[config.mk]
export PLATFORM = sky130hd
export DESIGN_NAME = clk_rst_seq
export DESIGN_NICKNAME = d
export VERILOG_FILES = /design/src/rtl/clk_rst_pkg.sv /design/src/rtl/sync_2ff.sv /design/src/rtl/clk_rst_seq.sv
export SDC_FILE = /design/constraint.sdc
export NUM_CORES = 1
export LEC_CHECK = 0
export ABC_CLOCK_PERIOD_IN_PS = 2600
export CELL_PAD_IN_SITES_DETAIL_PLACEMENT = 0
export CELL_PAD_IN_SITES_GLOBAL_PLACEMENT = 2
export CORE_UTILIZATION = 34
export CTS_CLUSTER_SIZE = 16
export DETAILED_ROUTE_END_ITERATION = 6
export GPL_ROUTABILITY_DRIVEN = 0
export GPL_TIMING_DRIVEN = 0
export PLACE_DENSITY = 0.87
export SLEW_MARGIN = 10
export SYNTH_ARGS = -nofsm -noshare
export SYNTH_HDL_FRONTEND = slang
export SYNTH_SLANG_ARGS = --single-unit
[constraint.sdc]
create_clock -name sys_clk_i -period 2.6 [get_ports sys_clk_i]
set_clock_uncertainty 0.1 [all_clocks]
set_input_delay 0.78 -clock sys_clk_i [delete_from_list [all_inputs] [get_ports sys_clk_i]]
set_output_delay 0.78 -clock sys_clk_i [all_outputs]
set_load 0.005 [all_outputs]
[src/rtl/clk_rst_pkg.sv]
// Shared state encoding and default timing for the clock/reset sequencer.
package clk_rst_pkg;

  typedef enum logic [3:0] {
    StDcmRst  = 4'd0,
    StDcmWait = 4'd1,
    StPllRst  = 4'd2,
    StPllWait = 4'd3,
    StRelDdr  = 4'd4,
    StRelWb   = 4'd5,
    StRelDom  = 4'd6,
    StRun     = 4'd7,
    StFail    = 4'd8
  } state_e;

  localparam int unsigned DefDcmRstCycles = 4;
  localparam int unsigned DefPllRstCycles = 4;
  localparam int unsigned DefLockTimeout  = 65535;
  localparam int unsigned DefStageDelay   = 16;
  localparam int unsigned DefMaxRetries   = 3;

  function automatic int unsigned max_u(input int unsigned a, input int unsigned b);
    return (a > b) ? a : b;
  endfunction

endpackage

[src/rtl/sync_2ff.sv]
// Two-flop synchronizer for a single asynchronous level; clears on synchronous reset.
module sync_2ff (
  input  logic clk,
  input  logic rst,
  input  logic d,
  output logic q
);

  logic meta_q;
  logic sync_q;

  always_ff @(posedge clk) begin
    if (rst) begin
      meta_q <= 1'b0;
      sync_q <= 1'b0;
    end else begin
      meta_q <= d;
      sync_q <= meta_q;
    end
  end

  assign q = sync_q;

endmodule

[src/rtl/clk_rst_seq.sv]
// Board clock/reset sequencer: brings up DCM then PLL, then releases DDR2, Wishbone
// and core domain resets in stages, with lock supervision and bounded retries.
module clk_rst_seq
  import clk_rst_pkg::*;
#(
  parameter int unsigned DCM_RST_CYCLES = DefDcmRstCycles,
  parameter int unsigned PLL_RST_CYCLES = DefPllRstCycles,
  parameter int unsigned LOCK_TIMEOUT   = DefLockTimeout,
  parameter int unsigned STAGE_DELAY    = DefStageDelay,
  parameter int unsigned MAX_RETRIES    = DefMaxRetries
) (
  input  logic       sys_clk_i,
  input  logic       sys_rst_i,
  input  logic       dcm_locked_i,
  input  logic       pll_locked_i,
  input  logic       soft_rst_i,
  output logic       dcm_rst_o,
  output logic       pll_rst_o,
  output logic       ddr2_rst_o,
  output logic       wb_rst_o,
  output logic       dom_rst_o,
  output logic       ready_o,
  output logic       fail_o,
  output logic [1:0] retry_cnt_o,
  output logic       lock_lost_o,
  output logic [3:0] state_o
);

  localparam int unsigned MaxCycles =
      max_u(max_u(DCM_RST_CYCLES, PLL_RST_CYCLES), max_u(LOCK_TIMEOUT, STAGE_DELAY));
  localparam int unsigned CntW = $clog2(MaxCycles + 1);

  typedef logic [CntW-1:0] cnt_t;

  localparam cnt_t       CntMax      = {CntW{1'b1}};
  localparam cnt_t       DcmRstLast  = cnt_t'(DCM_RST_CYCLES - 1);
  localparam cnt_t       PllRstLast  = cnt_t'(PLL_RST_CYCLES - 1);
  localparam cnt_t       TimeoutLast = cnt_t'(LOCK_TIMEOUT - 1);
  localparam cnt_t       StageLast   = cnt_t'(STAGE_DELAY - 1);
  localparam logic [1:0] RetryLimit  = 2'(MAX_RETRIES);

  logic dcm_lock_s;
  logic pll_lock_s;

  sync_2ff u_sync_dcm (
    .clk (sys_clk_i),
    .rst (sys_rst_i),
    .d   (dcm_locked_i),
    .q   (dcm_lock_s)
  );

  sync_2ff u_sync_pll (
    .clk (sys_clk_i),
    .rst (sys_rst_i),
    .d   (pll_locked_i),
    .q   (pll_lock_s)
  );

  state_e     state_q, state_d;
  cnt_t       cnt_q, cnt_d;
  logic [1:0] retry_q, retry_d;
  logic       lost_q, lost_d;
  logic       dcm_rst_q, dcm_rst_d;
  logic       pll_rst_q, pll_rst_d;
  logic       ddr2_rst_q, ddr2_rst_d;
  logic       wb_rst_q, wb_rst_d;
  logic       dom_rst_q, dom_rst_d;
  logic       ready_q, ready_d;
  logic       fail_q, fail_d;

  logic lock_loss;
  logic timeout;
  logic restart;

  always_comb begin
    state_d = state_q;
    retry_d = retry_q;
    lost_d  = lost_q;
    timeout = 1'b0;
    restart = 1'b0;

    // DCM lock is supervised once the PLL stage starts; PLL lock once domains release.
    lock_loss = ((state_q >= StPllRst) && (state_q <= StRun) && !dcm_lock_s) ||
                ((state_q >= StRelDdr) && (state_q <= StRun) && !pll_lock_s);

    if (soft_rst_i) begin
      state_d = StDcmRst;
      retry_d = 2'd0;
      lost_d  = 1'b0;
      restart = 1'b1;
    end else if (lock_loss) begin
      if (state_q == StRun) begin
        state_d = StDcmRst;
        retry_d = 2'd0;
        lost_d  = 1'b1;
      end else begin
        timeout = 1'b1;
      end
    end else begin
      unique case (state_q)
        StDcmRst:  if (cnt_q >= DcmRstLast) state_d = StDcmWait;
        StDcmWait: begin
          if (cnt_q >= TimeoutLast) timeout = 1'b1;
          else if (dcm_lock_s)      state_d = StPllRst;
        end
        StPllRst:  if (cnt_q >= PllRstLast) state_d = StPllWait;
        StPllWait: begin
          if (cnt_q >= TimeoutLast) timeout = 1'b1;
          else if (pll_lock_s)      state_d = StRelDdr;
        end
        StRelDdr:  if (cnt_q >= StageLast) state_d = StRelWb;
        StRelWb:   if (cnt_q >= StageLast) state_d = StRelDom;
        StRelDom:  if (cnt_q >= StageLast) state_d = StRun;
        StRun:     state_d = StRun;
        StFail:    state_d = StFail;
        default:   state_d = StDcmRst;
      endcase
    end

    if (timeout) begin
      if (retry_q == RetryLimit) begin
        state_d = StFail;
      end else begin
        state_d = StDcmRst;
        retry_d = retry_q + 2'd1;
      end
    end

    if (state_d == StRun) retry_d = 2'd0;

    if (restart || (state_d != state_q)) cnt_d = '0;
    else if (cnt_q == CntMax)            cnt_d = cnt_q;
    else                                 cnt_d = cnt_q + cnt_t'(1);

    // Outputs are registered from the next state so they line up with state_o.
    dcm_rst_d  = (state_d == StDcmRst) || (state_d == StFail);
    pll_rst_d  = (state_d <  StPllWait) || (state_d == StFail);
    ddr2_rst_d = (state_d <  StRelDdr) || (state_d == StFail);
    wb_rst_d   = (state_d <  StRelWb) || (state_d == StFail);
    dom_rst_d  = (state_d <  StRelDom) || (state_d == StFail);
    ready_d    = (state_d == StRun);
    fail_d     = (state_d == StFail);
  end

  always_ff @(posedge sys_clk_i) begin
    if (sys_rst_i) begin
      state_q    <= StDcmRst;
      cnt_q      <= '0;
      retry_q    <= 2'd0;
      lost_q     <= 1'b0;
      dcm_rst_q  <= 1'b1;
      pll_rst_q  <= 1'b1;
      ddr2_rst_q <= 1'b1;
      wb_rst_q   <= 1'b1;
      dom_rst_q  <= 1'b1;
      ready_q    <= 1'b0;
      fail_q     <= 1'b0;
    end else begin
      state_q    <= state_d;
      cnt_q      <= cnt_d;
      retry_q    <= retry_d;
      lost_q     <= lost_d;
      dcm_rst_q  <= dcm_rst_d;
      pll_rst_q  <= pll_rst_d;
      ddr2_rst_q <= ddr2_rst_d;
      wb_rst_q   <= wb_rst_d;
      dom_rst_q  <= dom_rst_d;
      ready_q    <= ready_d;
      fail_q     <= fail_d;
    end
  end

  assign dcm_rst_o   = dcm_rst_q;
  assign pll_rst_o   = pll_rst_q;
  assign ddr2_rst_o  = ddr2_rst_q;
  assign wb_rst_o    = wb_rst_q;
  assign dom_rst_o   = dom_rst_q;
  assign ready_o     = ready_q;
  assign fail_o      = fail_q;
  assign retry_cnt_o = retry_q;
  assign lock_lost_o = lost_q;
  assign state_o     = state_q;

endmodule

-- Word level (Yosys, flattened, before mapping)
Cells that the tools add are included.
- word-level logic and storage cells: 86
- input port bits: 5
- output and inout bits: 14
- flip-flop bits (word level): 34
- reductions and logical operators: 20
- muxes and demuxes: 26
- magnitude comparators: 10
- equality and inequality tests: 13
- add/subtract/negate cells: 2
- operators with widths (kind ; count):
    two-way mux 4 bit ; 14
    case mux 4 bit (9 select lines) ; 1
    == test 4 x 3 -> 1 bit, second input constant ; 5
    adder 16 x 1 -> 16 bit, second input constant ; 1
    == test 16 bit, second input constant ; 1
    greater-or-equal comparator 16 bit, second input constant ; 1
    greater-or-equal comparator 16 x 2 -> 1 bit, second input constant ; 1
    greater-or-equal comparator 16 x 4 -> 1 bit, second input constant ; 1
    less-than comparator 4 x 3 -> 1 bit, second input constant ; 3
    two-way mux 2 bit ; 5
    == test 4 x 2 -> 1 bit, second input constant ; 2
    == test 4 bit, second input constant ; 2
    logical NOT 4 bit ; 2
    OR reduction 2 bit ; 4
    logical OR 1 bit ; 7
    two-way mux 1 bit ; 6
    == test 4 x 1 -> 1 bit, second input constant ; 1
    greater-or-equal comparator 4 x 2 -> 1 bit, second input constant ; 1
    greater-or-equal comparator 4 x 3 -> 1 bit, second input constant ; 1
    less-or-equal comparator 4 x 3 -> 1 bit, second input constant ; 1
    logical AND 1 bit ; 4
    less-than comparator 4 x 2 -> 1 bit, second input constant ; 1
    inequality test 4 bit ; 1
    adder 2 x 1 -> 2 bit, second input constant ; 1
    3 further kinds ; 4

-- Logic depth before layout (Yosys ltp)
Gate-level depths: netlist of the first run.
- word-level depth: 10
- mapped depth: 10
- mapped depth without buffers: 8

-- Hierarchy
A second synthesis of the first run with hierarchy kept.
- cell total of the unflattened synthesis: 194
- area total of the unflattened synthesis: 1690.4 µm²
- modules (own cells, without submodules) (module ; cells each ; times used ; area each (µm²) ; sequential area each (µm²)):
    clk_rst_seq ; 186 ; 1 ; 1585.3 ; 600.6
    sync_2ff ; 4 ; 2 ; 52.6 ; 40.0

-- Worst setup path after synthesis of the first run
No wires, ideal clock.
- path kind: reg2reg
- start point: register cnt_q[8]
- end point: register cnt_q[10]
- setup time: 0.073 ns
- arrival time: 2.208 ns
- required time: 2.427 ns
- buffers on the path: 2
- cell stages (with the launch flop): 9
- period minus slack after synthesis: 2.381 ns
- setup slack: 0.219 ns
- path through: dfxtp_1 nand4_2 or4_1 buf_2 o21ai_1 xnor2_1 nand4_4 buf_6 nor3_2
- longest elaborated chain between the ends: 9
- elaborated cells between the ends (all ways): 23
- classes of those cells: 1 x add/sub; 3 x order compare; 2 x eq/ne; 15 x mux; 2 x reduce/logical
- RTL lines (element ; line ; text):
    start, declared ; clk_rst_seq.sv:60 ; cnt_t cnt_q, cnt_d;
    start signal, assigned ; clk_rst_seq.sv:160 ; cnt_q <= cnt_d;
    greater-or-equal comparator 16 x 4 -> 1 bit (tied with other cells) ; clk_rst_seq.sv:111, clk_rst_seq.sv:112, clk_rst_seq.sv:113 ;
    two-way mux 4 bit (tied with other cells) ; clk_rst_seq.sv:113 ; StRelDom: if (cnt_q >= StageLast) state_d = StRun;
    case mux 4 bit (9 select lines) / two-way mux 1 bit (equally long branches) ; -- ;
    two-way mux 4 bit / two-way mux 1 bit (equally long branches) ; clk_rst_seq.sv:91 ; end else if (lock_loss) begin
    two-way mux 4 bit / two-way mux 1 bit (equally long branches) ; clk_rst_seq.sv:86 ; if (soft_rst_i) begin
    two-way mux 4 bit ; clk_rst_seq.sv:120 ; if (timeout) begin
    inequality test 4 bit ; clk_rst_seq.sv:131 ; if (restart || (state_d != state_q)) cnt_d = '0;
    logical OR 1 bit ; clk_rst_seq.sv:131 ;
    OR reduction 2 bit (no line) ; -- ;
Several ways; a longest one is shown, not always the timed one.
A chain may end at the register's enable or synchronous reset.

-- Worst setup path after layout of the first run
- start point: register cnt_q[0]
- end point: register cnt_q[15]
Same word-level chain as after synthesis.

==> results of run 1 <==
critical path, cell delays in order, from the launching register on:
cell and delay (ps):
dfxtp_2 330, inv_2 60, ha_1 140, o211ai_1 130, or4_4 440, buf_6 160
a221o_1 350, nand4b_1 160, nand4_4 190, buf_4 200, nor3_1 170
what timing repair did:
| item | CTS | global route |
|---|---|---|
| resized for setup | 9 | 47 |
| pin swaps | 1 | 3 |
| endpoints found under the setup margin | 19 | 18 |
| setup buffers | 2 | 5 |
| gates cloned | 0 | 1 |
| hold endpoints to repair | 0 | 0 |
registers in the layout, indices dropped and copies added, names as in the netlist:
name / count
fail_o: 1
pll_rst_o: 1
wb_rst_o: 1
u_sync_dcm.meta_q: 1
u_sync_pll.q: 1
retry_cnt_o: 2
u_sync_pll.meta_q: 1
dom_rst_o: 1
cnt_q: 16
state_o: 4
u_sync_dcm.q: 1
ddr2_rst_o: 1
ready_o: 1
dcm_rst_o: 1
lock_lost_o: 1
through the flow:
stage	instance area (um^2)	setup slack, ps	hold WS (ps)
final	2400	77.4	335
after global routing	2400	-34.1	362
after CTS	2170	6.52	338
after detailed placement	2040	-318	322
after global placement	2040	-295	318
after floorplan	1780	219	314
cell usage after synthesis (all sizes together), types with 7 or more instances:
cell / number
a21oi: 7
dfxtp: 34
inv: 9
nand2: 12
nand4: 9
nor2: 13
nor2b: 8
nor3: 22
nor4: 8
xor2: 7
final timing paths:
| path | slack [ps] | cells past startpoint | startpoint | endpoint |
|---|---|---|---|---|
| setup / recovery | 80 | 10 | cnt_q[0]$_SDFFE_PP0P_ | cnt_q[15]$_SDFFE_PP0P_ |
| hold / removal | 340 | 1 | u_sync_dcm.meta_q$_SDFF_PP0_ | u_sync_dcm.q$_SDFF_PP0_ |
| setup reg to reg | 80 | 10 | cnt_q[0]$_SDFFE_PP0P_ | cnt_q[15]$_SDFFE_PP0P_ |
| hold reg to reg | 340 | 1 | u_sync_dcm.meta_q$_SDFF_PP0_ | u_sync_dcm.q$_SDFF_PP0_ |
metal layers:
layer,global-route usage [%],up-vias
li1,-,771
met3,3.52,4
met5,0,-
met4,5.45,0
met2,20.9,24
met1,23.4,704
area by class of cell:
class                      count  area (um^2)  area share, %
buffer                         6         55.1           2.29
clock buffer                   7         76.3           3.18
inverter                       9         33.8           1.41
timing repair buffer          26          262           10.9
sequential                    34          723           30.1
multi-input combinational    144         1170           48.6
tap                           67         83.8           3.49
logic make-up after synthesis:
group	count (synthesis)	share of synthesized area [%]
AO/OA/AOI/OAI	34	14.3
XOR/XNOR	13	6.40
adder cells (fa/ha/maj)	3	2.11
buffers and inverters	19	4.78
flip-flops	34	38.3
multiplexers	3	2.04
AND/OR/NAND/NOR	91	32.1
where the power goes:
part	internal, mW	switching, mW	total, mW	leakage [nW]
clock network	0.184	0.178	0.362	0.0383
registers	0.516	0.00315	0.519	0.286
logic	0.0271	0.0239	0.0510	0.552
==> impl_results.md, run 1 <==
* Die Width at around 74 um
* Longest Clk Path Bufs at 2
* Setup crit start kind: flip-flop
* Core area at approximately 4900 um^2
* Ys async rst share at 0%
* Worst VDD drop at between 0.3 and 0.4 mV
* Count of different cell masters after synthesis at 50
* Row count at 25
* Die ar. at between 5000 and 6000 um^2
* Met2 wire len at roughly 1.8 mm
* Clock root cell: clkbuf_8
* Post-synth EDFFs at 0
* Crit. End Element: flip-flop
* Antenna diodes at 0
* Hold Violations, Final at 0
* Tot GR Track Use at between 15 and 20%
* Part of the Yosys area used for sequential elements at about two fifths
* Layout Utilization at about 49%
* Area leader, netlist: dfxtp_1
* Worst-Margin Slew at ~700 ps
* Area Growth Syn to Fin at 34.9%
* Share of the synthesized area in the top cell type at between 30% and 40%
* Starting DRT DRC Count at 58
* Layout cell share with drive strength beyond 1 at 30.5%
* Post-Route WL at ~4.1 mm
* Fmax at between 300 and 400 MHz
* Tightest Hold Check Type: reg -> reg
* Layout fillers at roughly 470
* Syn Nets at a little over 200
* Primary FF master, synth: dfxtp_1
* Worst EP required at 2690 ps
* Slew Limit Fails at 0
* Fin crit share at slightly below 100%
* Height of the die at ~74 um
* Clock buffers created by TritonCTS at 5
* Vias in the first global route at 1322
* IO Port Bufs at 18
* Leading cell types in the layout, fill and taps excluded: dfxtp_1 (18), clkdlybuf4s50_1 (18), nor2_1 (13)
* CP max FO at 7
* Avg Vias per Cell at approximately 5.1
* Setup CP Type: reg -> reg
* Outcome: complete, no violations
* Fin cells at 293
* Clk sinks at 34
* Placed cells at 282
* Initial Utilization at between 30% and 40%
* Setup violators final at 0
* Via count at between 1500 and 2000
* Leakage at around 0.88 nW
* CTS tree: built
* Mapped Area at roughly 1800 um^2
* Initial antenna violation count at 0
* Ports at 19
* Global-route wire length before repair at about 6.4 mm
* Nets at between 200 and 250
* Max_cap viols at 0
* Mean Syn Cell Area at approximately 9.0 um^2
* YS warnings at 0
* Total chip power at between 0.9 and 1 mW
* Top post-synthesis cells by area: dfxtp_1 (38%), nor3_2 (5.6%), xor2_1 (3.4%), nor3_1 (3.4%), xnor2_1 (3.0%)
* Remaining antenna violation count after routing at 0
* M1 WL at 2.15 mm
* Cell Pwr Density at roughly 390 nW/um^2
* H-Tree Depth at 2
* Worst slew margin at between 50% and 60%
* RSZ-0062 raised after global routing: yes
* Setup tns final at 0 ps
* Largest net degree at the start of global routing at 11
* Clk_lat worst skew at approximately 280 ps
* Worst-path clk slew at around 60 ps
* Arrival @ worst endpoint at ~2600 ps
* First-pass detailed-route iteration total at 4
* Hpwl dp at around 2.8 mm
* Top sig layer: met4
* Tmin final at 2520 ps
* Seq cells post-synth at 34
* GRT overflow at 0
* Hold buffers post-CTS at 0
* Cells after Synth at 197
* DR DRC count at 0
* Post-DR wirelength/cell at between 10 and 15 um
* Met3 wire length at 141 um
Note: power is estimated with default switching activity, not from simulation.
==> run 2, diff against run 1 <==
--- a/config.mk
+++ b/config.mk
@@ -5,15 +5,17 @@
 export SDC_FILE = /design/constraint.sdc
 export NUM_CORES = 1
 export LEC_CHECK = 0
+export ABC_AREA = 1
 export ABC_CLOCK_PERIOD_IN_PS = 2600
 export CELL_PAD_IN_SITES_DETAIL_PLACEMENT = 0
 export CELL_PAD_IN_SITES_GLOBAL_PLACEMENT = 2
-export CORE_UTILIZATION = 34
+export CORE_UTILIZATION = 31
 export CTS_CLUSTER_SIZE = 16
 export DETAILED_ROUTE_END_ITERATION = 6
 export GPL_ROUTABILITY_DRIVEN = 0
 export GPL_TIMING_DRIVEN = 0
 export PLACE_DENSITY = 0.87
+export SKIP_CTS_REPAIR_TIMING = 1
 export SLEW_MARGIN = 10
 export SYNTH_ARGS = -nofsm -noshare
 export SYNTH_HDL_FRONTEND = slang
==> run 2 against run 1 <==
  * Synthesized cell count increased by 21%
  * Wire length decreased by 13%
  * Critical path depth decreased by 2
  * Sequential share of layout area increased by 1.7 points
  * Area after synthesis decreased by 2.7%
  * Register-to-register slack improved by 260 ps
  * Count of clock-buffer cells in the layout decreased by 2
  * Via count decreased by 0.60%
  * Utilization decreased by 8.4 points
  * Non-clock buffer count decreased by 12
  * Largest power group is now clock
  * Worst hold slack got worse by 31 ps
==> impl_results.md, run 2 <==
* Commonest cells in the netlist: nor2_1 (49), dfxtp_1 (34), nand2_1 (34), inv_1 (25), nand3_1 (14)
* Top reg by flops: cnt_q
* Buf/Inv on CP at 2 (-1)
* Arrival @ worst endpoint at 2370 ps (-250 ps)
* Die Width at 76.7 um (+3.2%)
* Area Growth Syn to Fin at 23.4%
* Seq cells post-synth at 34 (unchanged)
* Height of the die at 76.7 um (+3.2%)
* Row count at 26 (+4.0%)
* Tightest Hold Check Type: reg -> reg
* Starting DRT DRC Count at 58 (unchanged)
* Setup tns final at 0 ps (unchanged)
* Clock buffers created by TritonCTS at 5 (unchanged)
* Layout fillers at 563 (+19%)
* Syn Nets at 247 (+20%)
* Worst VDD drop at 0.250 mV (-24%)
* Simple-gate share of the synthesized area at 38.6% (+6.5 points)
* Share of the synthesized area in the top cell type at 39.3% (+1.1 points)
* Cell Pwr Density at 546 nW/um^2 (+41%)
* Setup crit start kind: primary input
* Count of different cell masters after synthesis at 25 (-50%)
* Worst EP required at 2690 ps (about the same)
* Compound-gate portion of the synthesized area at 5.78% (-8.6 points)
* Nets at 272 (+16%)
* Worst-Margin Slew at 459 ps (-244 ps)
* Primary FF master, synth: dfxtp_1
* Top post-synthesis cells by area: dfxtp_1 (39%), nor2_1 (11%), nand2_1 (7.4%), inv_1 (5.4%), nor2_2 (4.7%)
* Ports at 19 (unchanged)
* Most common cell in the synthesized netlist: nor2_1
* Global-route wire length before repair at 6.44 mm (+0.31%)
* Ys async rst share at 0% (unchanged)
* Fmax at 437 MHz (+10%)
* Tmin final at 2290 ps (-236 ps)
* Tot GR Track Use at 14.0% (-1.4 points)
* Worst-path clk slew at 70 ps (about the same)
* Leakage at 0.812 nW (-7.3%)
* Avg Vias per Cell at 4.46 (-13%)
* DR DRC count at 0 (unchanged)
* Mean Syn Cell Area at 7.25 um^2 (-20%)
* Part of the Yosys area used for sequential elements at 39.3% (+1.1 points)
* GRT overflow at 0 (unchanged)
* Die ar. at 5890 um^2 (+6.6%)
* CTS tree: built
* Post-DR wirelength/cell at 10.7 um (-24%)
* Max_cap viols at 0 (unchanged)
* Cells after Synth at 239 (+21%)
* Worst hold stages at 2 (+1)
* Fin crit share at 87.9% (-9.1 points)
* Slew Limit Fails at 0 (unchanged)
* Area leader, netlist: dfxtp_1
* Post-Route WL at 3.60 mm (-13%)
* H-Tree Depth at 2 (unchanged)
* Synth Area in XOR/XNOR at 7.08% (+0.68 points)
* Mapped Area at 1730 um^2 (-2.7%)
* Longest Clk Path Bufs at 2 (unchanged)
* Hpwl dp at 2.68 mm (-3.2%)
* Via count at 1494 (-0.60%)
* Commonest non-fill, non-tap cell in the layout: nor2_1
* Slowest stage delay, CP at 540 ps (+100 ps)
* Crit-path cells: clkdlybuf4s50_1, a21oi_1, nand3_1, a21oi_1, nor2_2, nand3_4, buf_6, nor2_2
* Mux cell area share after synthesis at 0.578% (-1.5 points)
* Initial Utilization at 33.1% (-3.4 points)
* Crit. End Element: flip-flop
* Clk_lat worst skew at 300 ps (+20 ps)
* Outcome: complete, no violations
* Clock root cell: clkbuf_8
* Hold Violations, Final at 0 (unchanged)
* Setup violators final at 0 (unchanged)
* RSZ-0062 raised after global routing: no
* Largest family of logic cells by synthesized area: simple AND/OR/NAND/NOR gates
* Antenna diodes at 0 (unchanged)
* CP delay by family, top: buffers and inverters
* First-pass detailed-route iteration total at 4 (unchanged)
* Initial antenna violation count at 0 (unchanged)
* Layout cell share with drive strength beyond 1 at 14.7% (-16 points)
* Setup CP Type: in -> reg
* Post-Synth Adder-Cell Area at 2.17% (+0.058 points)
* Levels on crit path at 8 (-2)
* Worst slew margin at 69.4% (+17 points)
* Crit-path slowest cell: clkdlybuf4s50_1
* Leading cell types in the layout, fill and taps excluded: nor2_1 (49), nand2_1 (34), dfxtp_1 (34)
* YS warnings at 0 (unchanged)
* IO Port Bufs at 18 (unchanged)
* Clk sinks at 34 (unchanged)
* Largest net degree at the start of global routing at 13 (+2)
* Worst Hold Margin at 304 ps (-30.9 ps)
* Core area at 5240 um^2 (+7.3%)
* Max reg flops at 16 (unchanged)
* Remaining antenna violation count after routing at 0 (unchanged)
* CP max FO at 10 (+3)
* Vias in the first global route at 1425 (+7.8%)
* Reg2Reg Depth at 15 (+5)
* Post-synth EDFFs at 0 (unchanged)
## run 2: changes by cell type in the layout (fill, tap and decap cells not counted), moves of 5 or more
cell,previous run,this run
buf_4,6,0
nand2_1,12,34
nor3_2,10,0
dfxtp_2,7,0
nor2_1,13,49
dfxtp_4,9,0
inv_1,8,25
nor2_2,0,13
nand2_2,0,12
nor2b_1,8,0
dfxtp_1,18,34
o21ai_0,4,9
nand3_1,4,14
## run 2: report_power, final
group | leakage [nW] | internal [mW] | switching, mW
combinational | 0.468 | 0.0169 | 0.0253
clock | 0.0683 | 0.384 | 0.213
sequential | 0.275 | 0.525 | 0.00288
## run 2: area by class of cell
type                    instances  area (um^2)  area share (%)
repair buffers                 18          180            8.43
flip-flops and latches         34          681            31.9
inverters                      26         97.6            4.57
clock buffers                   5         68.8            3.22
multi-input cells             177          938            43.9
well taps                      70         87.6            4.10
plain buffers                   2         15.0           0.703
clock inverters                 3         68.8            3.22
## run 2: kinds of logic after synthesis
group                    after synthesis
XOR/XNOR                              14
flip-flops                            34
AO/OA/AOI/OAI                         19
multiplexers                           1
buffers and inverters                 28
adder cells (fa/ha/maj)                3
AND/OR/NAND/NOR                      140
## run 2: metal layers
layer  vias to the layer above  share of wire (%)  track usage, %
li1                        801                  -               -
met1                       668                 51            18.1
met2                        17                 44            21.0
met3                         8                2.6            3.21
met4                         0                2.6            8.65
met5                         -                  0               0
## run 2: worst min-delay path, cell delays in order (launching register included)
cell and delay [ps]:
dfxtp_1 300, inv_1 40, nor2_1 30
## run 2: per-stage QoR
step	setup slack [ps]	util, %	instance area (um^2)	std cells	total power, mW
floorplan	686	-	1730	239	0.567
detailed placement	10.1	38.2	2000	327	0.583
global route	34.4	40.8	2140	335	1.22
CTS	310	40.8	2140	335	1.19
global placement	-15.9	38.2	2000	327	0.583
finish	313	40.8	2140	335	1.17
## run 2: path summary, 6_finish.rpt
check | from | end | slack, ps
hold / removal | u_sync_pll.meta_q$_SDFF_PP0_ | u_sync_pll.q$_SDFF_PP0_ | 300
hold reg to reg | u_sync_pll.meta_q$_SDFF_PP0_ | u_sync_pll.q$_SDFF_PP0_ | 300
setup reg to reg | cnt_q[1]$_SDFFE_PP0P_ | cnt_q[13]$_SDFFE_PP0P_ | 340
setup / recovery | soft_rst_i | cnt_q[13]$_SDFFE_PP0P_ | 310
